## src/rtl/dc_seg_display.sv

```systemverilog
// rtl/dc_seg_display.sv - live/history/count back-end for an 8-digit multiplexed 7-segment display
module dc_seg_display #(
  parameter int DEBOUNCE_CYC = 1000000,
  parameter int SCAN_DIV     = 100000
) (
  input  logic       clk,
  input  logic       rst_n,
  input  logic [3:0] dc_dec,
  input  logic       btn_cap,
  output logic [7:0] an,
  output logic [6:0] seg,
  output logic       dp
);

  localparam int DW = (DEBOUNCE_CYC > 1) ? $clog2(DEBOUNCE_CYC) : 1;
  localparam int PW = (SCAN_DIV > 1) ? $clog2(SCAN_DIV) : 1;
  localparam logic [DW-1:0] DB_LAST   = DW'(DEBOUNCE_CYC - 1);
  localparam logic [PW-1:0] SCAN_LAST = PW'(SCAN_DIV - 1);
  localparam logic [6:0]    BLANK     = 7'h7F;

  logic          s1, s2, stable, stable_q, cap;
  logic [DW-1:0] dcnt;
  logic [3:0]    hist [4];
  logic [3:0]    valid;
  logic [7:0]    cnt;
  logic [PW-1:0] psc;
  logic [2:0]    idx;
  logic [3:0]    digit_val;
  logic          digit_blank;

  function automatic logic [6:0] hex7(input logic [3:0] v);
    case (v)
      4'h0: hex7 = 7'h40;
      4'h1: hex7 = 7'h79;
      4'h2: hex7 = 7'h24;
      4'h3: hex7 = 7'h30;
      4'h4: hex7 = 7'h19;
      4'h5: hex7 = 7'h12;
      4'h6: hex7 = 7'h02;
      4'h7: hex7 = 7'h78;
      4'h8: hex7 = 7'h00;
      4'h9: hex7 = 7'h10;
      4'hA: hex7 = 7'h08;
      4'hB: hex7 = 7'h03;
      4'hC: hex7 = 7'h46;
      4'hD: hex7 = 7'h21;
      4'hE: hex7 = 7'h06;
      default: hex7 = 7'h0E;
    endcase
  endfunction

  // Sync, debounce and rising-edge capture pulse
  always_ff @(posedge clk) begin
    if (!rst_n) begin
      s1       <= 1'b0;
      s2       <= 1'b0;
      stable   <= 1'b0;
      stable_q <= 1'b0;
      cap      <= 1'b0;
      dcnt     <= '0;
    end else begin
      s1       <= btn_cap;
      s2       <= s1;
      stable_q <= stable;
      cap      <= stable & ~stable_q;
      if (s2 == stable) begin
        dcnt <= '0;
      end else if (dcnt == DB_LAST) begin
        stable <= s2;
        dcnt   <= '0;
      end else begin
        dcnt <= dcnt + 1'b1;
      end
    end
  end

  always_ff @(posedge clk) begin
    if (!rst_n) begin
      for (int i = 0; i < 4; i++) hist[i] <= 4'h0;
      valid <= 4'h0;
      cnt   <= 8'h00;
    end else if (cap) begin
      hist[0] <= dc_dec;
      for (int i = 1; i < 4; i++) hist[i] <= hist[i-1];
      valid <= {valid[2:0], 1'b1};
      cnt   <= cnt + 8'd1;
    end
  end

  always_ff @(posedge clk) begin
    if (!rst_n) begin
      psc <= '0;
      idx <= 3'd0;
    end else if (psc == SCAN_LAST) begin
      psc <= '0;
      idx <= idx + 3'd1;
    end else begin
      psc <= psc + 1'b1;
    end
  end

  always_comb begin
    digit_val   = 4'h0;
    digit_blank = 1'b0;
    case (idx)
      3'd0: digit_val = dc_dec;
      3'd1: begin digit_val = hist[0]; digit_blank = ~valid[0]; end
      3'd2: begin digit_val = hist[1]; digit_blank = ~valid[1]; end
      3'd3: begin digit_val = hist[2]; digit_blank = ~valid[2]; end
      3'd4: begin digit_val = hist[3]; digit_blank = ~valid[3]; end
      3'd5: digit_blank = 1'b1;
      3'd6: digit_val = cnt[3:0];
      default: digit_val = cnt[7:4];
    endcase
  end

  // One register stage for an/seg/dp so they always move together
  always_ff @(posedge clk) begin
    if (!rst_n) begin
      an  <= 8'hFF;
      seg <= BLANK;
      dp  <= 1'b1;
    end else begin
      an  <= ~(8'b1 << idx);
      seg <= digit_blank ? BLANK : hex7(digit_val);
      dp  <= (idx != 3'd0);
    end
  end

endmodule
```

## config.mk

```make
export PLATFORM = sky130hd
export DESIGN_NAME = dc_seg_display
export DESIGN_NICKNAME = d
export VERILOG_FILES = /design/src/rtl/dc_seg_display.sv
export SDC_FILE = /design/constraint.sdc
export NUM_CORES = 1
export LEC_CHECK = 0
export BUFFER_PORTS_ARGS = -buffer_cell sky130_fd_sc_hd__clkbuf_2
export CAP_MARGIN = 40
export CORE_MARGIN = 4
export CORE_UTILIZATION = 65
export CTS_CLUSTER_DIAMETER = 100
export CTS_CLUSTER_SIZE = 24
export DETAILED_ROUTE_END_ITERATION = 8
export PLACE_DENSITY = 0.95
export SLEW_MARGIN = 30
export SYNTH_ARGS = -nofsm -noshare
export SYNTH_HDL_FRONTEND = slang
export SYNTH_SLANG_ARGS = --single-unit
```

## constraint.sdc

```tcl
create_clock -name clk -period 5.2 [get_ports clk]
set_clock_uncertainty 0.05 [all_clocks]
set_input_delay 1.04 -clock clk [delete_from_list [all_inputs] [get_ports clk]]
set_output_delay 1.04 -clock clk [all_outputs]
set_load 0.01 [all_outputs]
```

==> flow_metrics.tcl <==
set metrics [dict create \
    status "completed" \
    grt_overflow_total 0 \
    rsz0062_at_grt "no" \
    synth.net_count 413 \
    critical_path.max_stage_delay_ns 0.70 \
    dpl_cell_area_um2 4010 \
    setup_ws_ns 1.75 \
    max-cap-violations 0 \
    vdd.ir_drop.worst_mv 0.217 \
    design.portCount 23 \
    syn-cell-area_um2 3940 \
    final_util_pct 72.1 \
    groute.layer.met3.usage_pct 5.38 \
    post-layout-total-power_uw 1290 \
    cts_inserted_buffers 9 \
    areaGrowthSynthToFinish_pct 7.85 \
    clock_tree.root_cell "sky130_fd_sc_hd__clkbuf_8" \
    routed_wl_um 7310 \
    placement.setup.worst_slack_ns 1.91 \
    die_h_um 85.8 \
    drtAntennaViolNets 0 \
    worst_setup_hold_path_clk_slew_ns 0.08 \
    drt-wirelength-per-cell_um 15.1 \
    antennaDiodeCount 0 \
    pin_count_of_the_biggest_net_entering_global_routing 46 \
    hpwl_um 4910 \
    detail_route.first_pass.iterations 4 \
    antenna_found_initial 0 \
    maxSlewHeadroom_pct 50.0 \
    drive_above_1_share_pct 12.0 \
    ys_async_sr_fraction_pct 0 \
    yosysSeqAreaShare_pct 48.8 \
    core-area_um2 5890 \
    synth_edf_count 16 \
    syn-mean-instance-area_um2 10.1 \
    yosysWarnings 0 \
    pwr_density_cell_nw_per_um2 304 \
    number_of_global_route_vias_before_repair 2723 \
    via_per_inst 5.83 \
    ys_dominant_reg_cell "sky130_fd_sc_hd__dfxtp_1" \
    grt.busiest_layer "met2" \
    leakage_uw 0.00166 \
    grt_util_met2_pct 33.1 \
    critPathKind "register to register" \
    insertion_delay_ns 0.36 \
    design.die.area_um2 7370 \
    clock-sinks 88 \
    finalWeightedCongestion 0.838 \
    final_number_of_setup_violating_endpoints 0 \
    fin_setup_tns_ns 0 \
    stdcell_area_um2 4250 \
    hold_viol 0 \
    critPathLaunchType "register" \
    clock_tree.buffer_depth 2 \
    timing_max_transition_violations_final 0 \
    gr-usage-all-layers_pct 21.4 \
    synth.lib_cells_used.distinct 53 \
    synth_seq_cells 88 \
    synth_cells 391 \
    via_count 2817 \
    critical-path-slowest-cell "sky130_fd_sc_hd__dfxtp_1" \
    max_freq_mhz 290 \
    cts_resized 0 \
    initial_core_utilization_pct 66.9 \
    grt_use_met1_pct 27.8 \
    worst-path-max-fanout 17 \
    arrival_ns 3.63 \
    critPathCaptureType "register" \
    cts_hold_buffers 0 \
    hold_path_class "register to register" \
    ratio_of_final_minimum_period_to_clock_period_pct 66.3 \
    detail_route.iter0.violations 249 \
    timing_worst_slew_pin_value_ns 0.750 \
    post-cts-setup-buffers 0 \
    clock_period_minus_worst_slack_ns 3.45 \
    critPathRequiredTime_ns 5.38 \
    route.detailed.drc 0 \
    die_x_um 85.8 \
    regToRegSetupSlack_ns 1.75 \
    crit_path_cell_trace "inv_1, ha_1, or4_4, a21oi_1, inv_1, ha_1, mux2_2, nand2_1, o211ai_1" \
    h-tree-depth 3 \
    tritoncts "yes" \
    core.rowCount 28 \
    finalNetCount 425 \
    grt_pass1_wl_um 12400 \
    port_buffers 22 \
]
cells in the final DEF (no fill, tap or decap), types with 5 or more instances in the layout:
master / netlist / layout
sky130_fd_sc_hd__xor2_1: 22 / 22
sky130_fd_sc_hd__edfxtp_1: 16 / 16
sky130_fd_sc_hd__clkbuf_2: 0 / 22
sky130_fd_sc_hd__nor2b_1: 10 / 10
sky130_fd_sc_hd__and2_1: 10 / 10
sky130_fd_sc_hd__a21oi_1: 5 / 5
sky130_fd_sc_hd__nand4_1: 7 / 7
sky130_fd_sc_hd__nor2_1: 43 / 43
sky130_fd_sc_hd__ha_1: 15 / 15
sky130_fd_sc_hd__nand3_1: 20 / 20
sky130_fd_sc_hd__mux2i_1: 9 / 9
sky130_fd_sc_hd__clkbuf_8: 0 / 11
sky130_fd_sc_hd__or3_1: 5 / 5
sky130_fd_sc_hd__nor4b_1: 5 / 5
sky130_fd_sc_hd__xnor2_1: 16 / 16
sky130_fd_sc_hd__nand2b_1: 5 / 5
sky130_fd_sc_hd__nand2_1: 28 / 28
sky130_fd_sc_hd__dfxtp_1: 72 / 72
sky130_fd_sc_hd__inv_1: 8 / 8
sky130_fd_sc_hd__and3_1: 25 / 25
cell usage after synthesis, drive strengths merged, types with 4 or more instances:
library cell | number | share of area (%)
dfxtp | 72 | 37
nor2 | 43 | 4.1
nand2 | 29 | 2.8
and3 | 25 | 4.0
xor2 | 22 | 4.9
nand3 | 20 | 2.5
edfxtp | 16 | 12
xnor2 | 16 | 3.6
ha | 15 | 4.8
clkbuf | 13 | 1.2
and2 | 10 | 1.6
nor2b | 10 | 1.6
buf | 9 | 2.1
inv | 9 | 0.86
mux2i | 9 | 2.3
nand4 | 7 | 1.1
a21oi | 6 | 0.86
o21ai | 6 | 0.76
nand2b | 5 | 0.79
nor4b | 5 | 1.1
or3 | 5 | 0.79
o221ai | 4 | 0.89
report_power, final:
group / internal [uW] / leakage, uW / switching, uW
Combinational: 20.5 / 0.000793 / 33.1
Sequential: 705 / 0.000749 / 5.85
Clock: 297 / 0.000114 / 231
metal layers:
metal / wire, um / up-vias / share of wire, %
li1: - / 1384 / -
met1: 3190 / 1345 / 44
met2: 3530 / 71 / 48
met3: 415 / 17 / 5.7
met4: 182 / 0 / 2.5
met5: 0 / - / 0
registers in the layout, summed over array words and instances, names as in the netlist:
signal / count
dcnt: 20
psc: 17
hist: 16
cnt: 8
an: 7
seg: 7
valid: 4
idx: 3
cap: 1
dp: 1
s1: 1
s2: 1
stable: 1
stable_q: 1
worst max-delay path: cells and delay by family, from the launching register on:
family | cells | cell delay, ns
adder cells (fa/ha/maj) | 2 | 0.64
AO/OA/AOI/OAI | 2 | 0.52
AND/OR/NAND/NOR | 2 | 0.74
buffers and inverters | 2 | 0.39
flip-flops | 1 | 0.70
multiplexers | 1 | 0.29
final timing paths:
kind	from	end	depth (start not counted)
setup / recovery	idx[2]	seg[4]	9
hold / removal	stable_q	cap	1
setup reg to reg	idx[2]	seg[4]	9
hold reg to reg	stable_q	cap	1
logic make-up after synthesis:
kind of cell               after synthesis  share of synthesized area [%]
and+or+nand+nor                        167                           22.2
DFF                                     88                           48.8
AOI/OAI and AO/OA                       40                           8.49
xor gates and xnor gates                38                           8.45
buffers and inverters                   31                           4.16
adders and majority gates               15                           4.77
muxes                                   12                           3.15
per-stage QoR:
step / hold slack [ns] / instances
floorplan: 0.317 / 391
global placement: 0.321 / 466
detailed placement: 0.327 / 466
CTS: 0.338 / 482
global route: 0.351 / 483
finish: 0.339 / 483
area by class of cell:
class	instances	area, um^2
clock inverter	3	65.1
clock buffer	13	159
sequential	88	1920
multi-input combinational	272	1850
tap	75	93.8
timing repair buffer	23	121
fill	409	1640
inverter	9	33.8
Power figures use the tool's default switching activity.
